File: src/rtl/rx_corr_peak_search.sv
// Replays one 128-sample correlation window from the buffer and reports the peak magnitude, its index and a threshold hit.
// One request outstanding at a time: wash/next trigger, then wait up to TIMEOUT-1 cycles for ready; erx_en low freezes everything.
module rx_corr_peak_search #(
    parameter int NUM_SAMPLES = 128,
    parameter int TIMEOUT     = 15
) (
    input  logic        crx_clk,
    input  logic        rrx_rst,
    input  logic        erx_en,
    input  logic        istart,
    input  logic [1:0]  iseq,
    input  logic [31:0] ithreshold,
    output logic        owash_trigger,
    output logic [1:0]  oreceived_seq,
    output logic        onext_sample_trigger,
    input  logic [31:0] icorr_sample,
    input  logic        icorr_sample_ready,
    output logic [31:0] opeak_value,
    output logic [31:0] opeak_abs,
    output logic [6:0]  opeak_index,
    output logic        odetected,
    output logic        odone,
    output logic        oerror,
    output logic        obusy
);

    localparam int TW = $clog2(TIMEOUT + 1);
    localparam logic [6:0]    LAST_IDX = 7'(NUM_SAMPLES - 1);
    localparam logic [6:0]    IDX_ONE  = 7'd1;
    localparam logic [TW-1:0] TMO_ONE  = TW'(1);
    localparam logic [TW-1:0] TMO_LAST = TW'(TIMEOUT - 1);

    typedef enum logic [2:0] {
        S_IDLE,
        S_WASH,
        S_WAIT,
        S_NEXT,
        S_DONE,
        S_ERR
    } state_t;

    state_t        state;
    state_t        state_nxt;
    logic [6:0]    count;
    logic [TW-1:0] tmo;
    logic [1:0]    seq_q;
    logic [31:0]   thr_q;
    logic [31:0]   peak_value;
    logic [31:0]   peak_abs;
    logic [6:0]    peak_index;
    logic          detected;

    logic [31:0]   sample_abs;
    logic          sample_wins;
    logic [31:0]   final_abs;

    // Two's-complement negate in unsigned space: 0x80000000 maps onto itself, which is exactly 2^31.
    always_comb begin
        sample_abs  = icorr_sample[31] ? (~icorr_sample + 32'd1) : icorr_sample;
        sample_wins = sample_abs > peak_abs;
        final_abs   = sample_wins ? sample_abs : peak_abs;
    end

    always_comb begin
        state_nxt            = state;
        owash_trigger        = 1'b0;
        onext_sample_trigger = 1'b0;
        odone                = 1'b0;
        oerror               = 1'b0;
        obusy                = 1'b0;
        case (state)
            S_IDLE: begin
                if (istart) state_nxt = S_WASH;
            end
            S_WASH: begin
                owash_trigger = erx_en;
                obusy         = 1'b1;
                state_nxt     = S_WAIT;
            end
            S_WAIT: begin
                obusy = 1'b1;
                if (icorr_sample_ready) begin
                    state_nxt = (count == LAST_IDX) ? S_DONE : S_NEXT;
                end else if (tmo == TMO_LAST) begin
                    state_nxt = S_ERR;
                end
            end
            S_NEXT: begin
                onext_sample_trigger = erx_en;
                obusy                = 1'b1;
                state_nxt            = S_WAIT;
            end
            S_DONE: begin
                odone     = erx_en;
                state_nxt = S_IDLE;
            end
            S_ERR: begin
                oerror    = erx_en;
                state_nxt = S_IDLE;
            end
            default: state_nxt = S_IDLE;
        endcase
    end

    // The timeout counter includes the trigger cycle, so an abort lands exactly TIMEOUT cycles after the trigger.
    always_ff @(posedge crx_clk) begin
        if (rrx_rst) begin
            state      <= S_IDLE;
            count      <= '0;
            tmo        <= '0;
            seq_q      <= '0;
            thr_q      <= '0;
            peak_value <= '0;
            peak_abs   <= '0;
            peak_index <= '0;
            detected   <= 1'b0;
        end else if (erx_en) begin
            state <= state_nxt;
            case (state)
                S_IDLE: begin
                    if (istart) begin
                        seq_q      <= iseq;
                        thr_q      <= ithreshold;
                        peak_value <= '0;
                        peak_abs   <= '0;
                        peak_index <= '0;
                        count      <= '0;
                        detected   <= 1'b0;
                    end
                end
                S_WASH, S_NEXT: begin
                    tmo <= TMO_ONE;
                end
                S_WAIT: begin
                    if (icorr_sample_ready) begin
                        tmo <= '0;
                        if (sample_wins) begin
                            peak_value <= icorr_sample;
                            peak_abs   <= sample_abs;
                            peak_index <= count;
                        end
                        if (count == LAST_IDX) begin
                            detected <= final_abs >= thr_q;
                        end else begin
                            count <= count + IDX_ONE;
                        end
                    end else begin
                        tmo <= tmo + TMO_ONE;
                    end
                end
                default: ;
            endcase
        end
    end

    assign oreceived_seq = seq_q;
    assign opeak_value   = peak_value;
    assign opeak_abs     = peak_abs;
    assign opeak_index   = peak_index;
    assign odetected     = detected;

endmodule

File: config.mk
export PLATFORM = sky130hd
export DESIGN_NAME = rx_corr_peak_search
export DESIGN_NICKNAME = d
export VERILOG_FILES = /design/src/rtl/rx_corr_peak_search.sv
export SDC_FILE = /design/constraint.sdc
export NUM_CORES = 1
export LEC_CHECK = 0
export ABC_CLOCK_PERIOD_IN_PS = 18200
export CELL_PAD_IN_SITES_DETAIL_PLACEMENT = 0
export CELL_PAD_IN_SITES_GLOBAL_PLACEMENT = 1
export CORE_UTILIZATION = 40
export CTS_CLUSTER_DIAMETER = 80
export CTS_CLUSTER_SIZE = 12
export DETAILED_ROUTE_END_ITERATION = 8
export PLACE_DENSITY_LB_ADDON = 0.1
export RECOVER_POWER = 25
export SETUP_SLACK_MARGIN = 0.05
export SYNTH_ARGS = -nofsm -noshare
export SYNTH_HDL_FRONTEND = slang
export SYNTH_SLANG_ARGS = --single-unit
File: constraint.sdc
create_clock -name crx_clk -period 18.2 [get_ports crx_clk]
set_input_delay 5.46 -clock crx_clk [delete_from_list [all_inputs] [get_ports crx_clk]]
set_output_delay 5.46 -clock crx_clk [all_outputs]
set_load 0.02 [all_outputs]
* After elaboration in Yosys (flattened, before gate mapping)
Index checks and enable logic that the tools add are counted. Widths: inputs -> output; s select.
Word-level totals: register bits after elaboration 120, word-level logic and storage cells 71
Cells by class: $add $sub $neg 3, magnitude comparators 2, equality and inequality tests 13, mux-type cells 31, bitwise gates (word level) 1, reduce and logical (&&, ||, !) cells 12
Operator list (number):
- $mux 32 | 6
- $pmux 32 s2 | 2
- $mux 7 | 5
- $add 32x1->32 const B | 1
- $ge 32x32->1 | 1
- $gt 32x32->1 | 1
- $not 32->32 | 1
- $pmux 7 s2 | 2
- $reduce_and 5->1 | 3
- $mux 3 | 4
- $ne 2x2->1 const B | 5
- $pmux 3 s3 | 1
- $mux 1 | 8
- $pmux 4 s2 | 1
- $add 7x1->7 const B | 1
- $eq 7x7->1 const B | 1
- $eq 3x2->1 const B | 2
- $eq 3x3->1 const B | 2
- $reduce_and 3->1 | 2
- $add 4x1->4 const B | 1
- $eq 4x4->1 const B | 1
- $mux 4 | 1
- $reduce_and 4->1 | 1
- $reduce_bool 2->1 | 2
- 7 further kinds | 7

* Depth between registers and ports, before layout
depth in word-level cells 9, gate-level depth with buffers 26, gate-level depth less buffers 24

* Least setup slack after synthesis
No wires, ideal clock.
path kind in2out, start input port erx_en, end output port odone, data arrival time 5982 ps, required time 12740 ps, path slack 6758 ps, stages 2, cell sequence nand2_1 > nor3_1
Between the ends: longest elaborated chain between the ends 1
Ends and longest elaborated chain:
- from (decl) | RTL line 9 | input logic erx_en,
- $mux 1 | RTL line 71 | case (state)
- to (decl) | RTL line 22 | output logic odone,
Every way passes these cells.

* Worst setup path after layout
start input port erx_en, end output port onext_sample_trigger
Between the ends: longest elaborated chain between the ends 1
Ends and longest elaborated chain:
- $mux 1 | RTL line 71
- to (decl) | RTL line 15 | output logic onext_sample_trigger,
Every way passes these cells.

==> results.sh <==
export IMPL_status="finished clean"
export IMPL_worstMarginPinSlew_ns=1.30
export IMPL_r2r_slack_ns=13.69
export IMPL_yosys_warnings=0
export IMPL_io_pins=150
export IMPL_dp_hpwl_um=13600
export IMPL_synth_area_leaders="dfxtp_1 35%, ha_1 12%, nand2_1 8.9%, o21ai_0 6.3%, inv_1 5.5%"
export IMPL_reg2reg_depth=17
export IMPL_cts_resized=0
export IMPL_synth_cell_types=49
export IMPL_synth_top_family_by_area="compound AO/OA/AOI/OAI gates"
export IMPL_finalNetCount=1179
export IMPL_drv_slew=0
export IMPL_netlist_area_leader_share_pct=34.6
export IMPL_tns_ns=0
export IMPL_rr_endpoint="odetected"
export IMPL_yosysSeqAreaShare_pct=34.6
export IMPL_antenna_found_initial=0
export IMPL_htreeDepth=4
export IMPL_start_util_pct=41.4
export IMPL_grt_max_degree=80
export IMPL_fmax_ghz=0.0798
export IMPL_min_period_ns=12.53
export IMPL_core_area_um2=16800
export IMPL_async_reset_ff_share_pct=0
export IMPL_utilization_pct=54.8
export IMPL_p_total_uw=749
export IMPL_setup_viol_count_final=0
export IMPL_whs_ns=0.453
export IMPL_clk_path_buf_depth=2
export IMPL_grt_total_usage_pct=21.6
export IMPL_hold_viol_final=0
export IMPL_relSlewSlack_pct=13.5
export IMPL_via_per_inst=5.12
export IMPL_leakagePower_nw=3.40
export IMPL_synthMuxAreaShare_pct=0.432
export IMPL_vias=6503
export IMPL_yosys_register_bits=120
export IMPL_synth_compound_area_share_pct=20.4
export IMPL_cts_tree="yes"
export IMPL_gr_total_overflow=0
export IMPL_io_buffers=149
export IMPL_synthAdderAreaFrac_pct=12.3
export IMPL_post_route_period_util_pct=68.9
export IMPL_drtPass1Iterations=5
export IMPL_grt_pass1_vias=6174
export IMPL_syn_avg_cell_area_um2=7.59
export IMPL_syn_cell_area_um2=6940
export IMPL_maxCapViolations=0
export IMPL_synth_edff_count=0
export IMPL_synthCells=915
export IMPL_peakVddDrop_mv=0.0625
export IMPL_drc=0
export IMPL_crit_arrival_ns=7.07
export IMPL_die_y_um=134
export IMPL_fp_dieArea_um2=17900
export IMPL_critPathRequiredTime_ns=12.74
export IMPL_cts_sink_count=120
export IMPL_clock_latency_ns=0.42
export IMPL_timing_rr_start="opeak_abs[5]"
export IMPL_synth_simple_area_share_pct=20.1
export IMPL_hold_end="thr_q[20]"
export IMPL_hold_buffers=0
export IMPL_synth_main_ff_cell="dfxtp_1"
export IMPL_wl_um=18800
export IMPL_fin_skew_ns=0.0101
export IMPL_final_antenna_net_count=0
export IMPL_n_antenna_cell=0
export IMPL_areaGrowthSynthToFinish_pct=32.3
export IMPL_pre_cts_slack_ns=5.74
export IMPL_die_w_um=134
export IMPL_fillers=1674
export IMPL_synth_xor_area_share_pct=4.04
export IMPL_rows=47
export IMPL_drtIter0Drc=277
export IMPL_hold_path_startpoint="thr_q[20]"
export IMPL_fin_ws_ns=5.67
export IMPL_cts_inserted_buffers=17
export IMPL_p_per_area_nw_per_um2=81.5
export IMPL_clk_pin_slew_ns=0.05
export IMPL_path_class="primary input to output pin"
export IMPL_synth_top_cell_by_area="dfxtp_1"
export IMPL_start_kind="primary input"
export IMPL_drive_gt1_share_pct=4.66
export IMPL_hold_path_class="flop to flop"
export IMPL_gp_congestion=0.817
export IMPL_end_kind="output pin"
export IMPL_grt_pass1_wl_um=30500
export IMPL_postCtsSetupRepairBufs=0
export IMPL_wl_per_cell_um=14.8
export IMPL_hold_path_depth=2
export IMPL_synth_fp_nets=1054
export IMPL_cts_root_buf="clkbuf_16"
export IMPL_path_max_fanout=5
export IMPL_rsz0062_at_grt="no"
==> critical path: stages <==
cell,delay (ns)
dlygate4sd3_1,0.62
nor2b_1,0.21
and3_1,0.18
clkdlybuf4s50_1,0.61
==> cell families (layout without fill, tap and decap cells) <==
family | count (synthesis) | in the layout
AOI/OAI and AO/OA | 232 | 232
muxes | 3 | 3
and+or+nand+nor | 308 | 308
adders and majority gates | 68 | 68
xor gates and xnor gates | 32 | 32
buffers and inverters | 152 | 288
DFF | 120 | 120
==> stage by stage <==
| stage | area, um2 | cells |
|---|---|---|
| finish | 9180 | 1271 |
| global route | 9180 | 1271 |
| detailed placement | 8600 | 1241 |
| global placement | 8600 | 1241 |
| CTS | 9190 | 1271 |
| floorplan | 6940 | 915 |
==> registers in the layout, indices dropped and copies added, names as in the netlist <==
name and cells:
opeak_abs 32, opeak_value 32, thr_q 32, count 7, opeak_index 7, tmo 4
state 3, oreceived_seq 2, odetected 1
==> power by group <==
group / switching (mW) / internal, mW / total, mW / leakage [nW]
sequential: 0.00326 / 0.268 / 0.271 / 0.970
clock: 0.122 / 0.220 / 0.342 / 0.285
combinational: 0.0797 / 0.0564 / 0.136 / 2.14
==> layout make-up <==
| cell class | count | area (um2) | share of cell area (%) |
|---|---|---|---|
| Tap cell | 220 | 275 | 3.00 |
| Multi-Input combinational cell | 643 | 4000 | 43.5 |
| Inverter | 101 | 379 | 4.13 |
| Sequential cell | 120 | 2400 | 26.2 |
| Timing Repair Buffer | 157 | 1540 | 16.8 |
| Clock inverter | 9 | 125 | 1.36 |
| Clock buffer | 21 | 460 | 5.01 |
==> synthesized netlist by cell type, types with 2 or more instances <==
library cell,count
ha_1,68
a21o_1,11
xor2_1,30
nor4_1,2
clkbuf_1,50
a211oi_1,5
nor2b_1,4
o31a_1,2
nor3_1,4
o21ai_0,88
nand2b_1,7
or3_1,9
nor2_1,35
o41ai_1,2
o31ai_1,10
nand3_1,47
inv_1,101
o21a_1,2
o32ai_1,32
o21ai_1,2
or4_1,4
nand4_1,17
or4_4,2
and3_1,2
mux2i_1,3
xnor2_1,2
dfxtp_1,120
nand2_1,165
a21oi_1,60
or2_2,4
o211ai_1,4
a31oi_1,4
==> worst max path at each step <==
| stage | from | to | depth (start not counted) |
|---|---|---|---|
| 5_1_grt | erx_en | onext_sample_trigger | 4 |
| 2_1_floorplan | erx_en | odone | 2 |
| 4_1_cts | erx_en | onext_sample_trigger | 4 |
| 3_5_place_dp | erx_en | onext_sample_trigger | 4 |
| 6_report | erx_en | onext_sample_trigger | 4 |
| 3_3_place_gp | erx_en | onext_sample_trigger | 4 |
==> placed cells by master (no fill, tap or decap), drive strengths merged, types with 22 or more instances in the layout <==
master         count
clkdlybuf4s50    137
nand3             47
a21oi             60
o21ai             91
o32ai             32
nand2            165
clkbuf            22
xor2              30
ha                68
inv              101
nor2              35
dfxtp            120
==> per-layer routing <==
layer / global-route usage, % / up-vias / wire [um]
li1: - / 3409 / -
met1: 25.9 / 2965 / 8380
met2: 37.4 / 102 / 9270
met3: 5.63 / 27 / 762
met4: 6.82 / 0 / 339
met5: 0 / - / 0
Power figures use the tool's default switching activity.
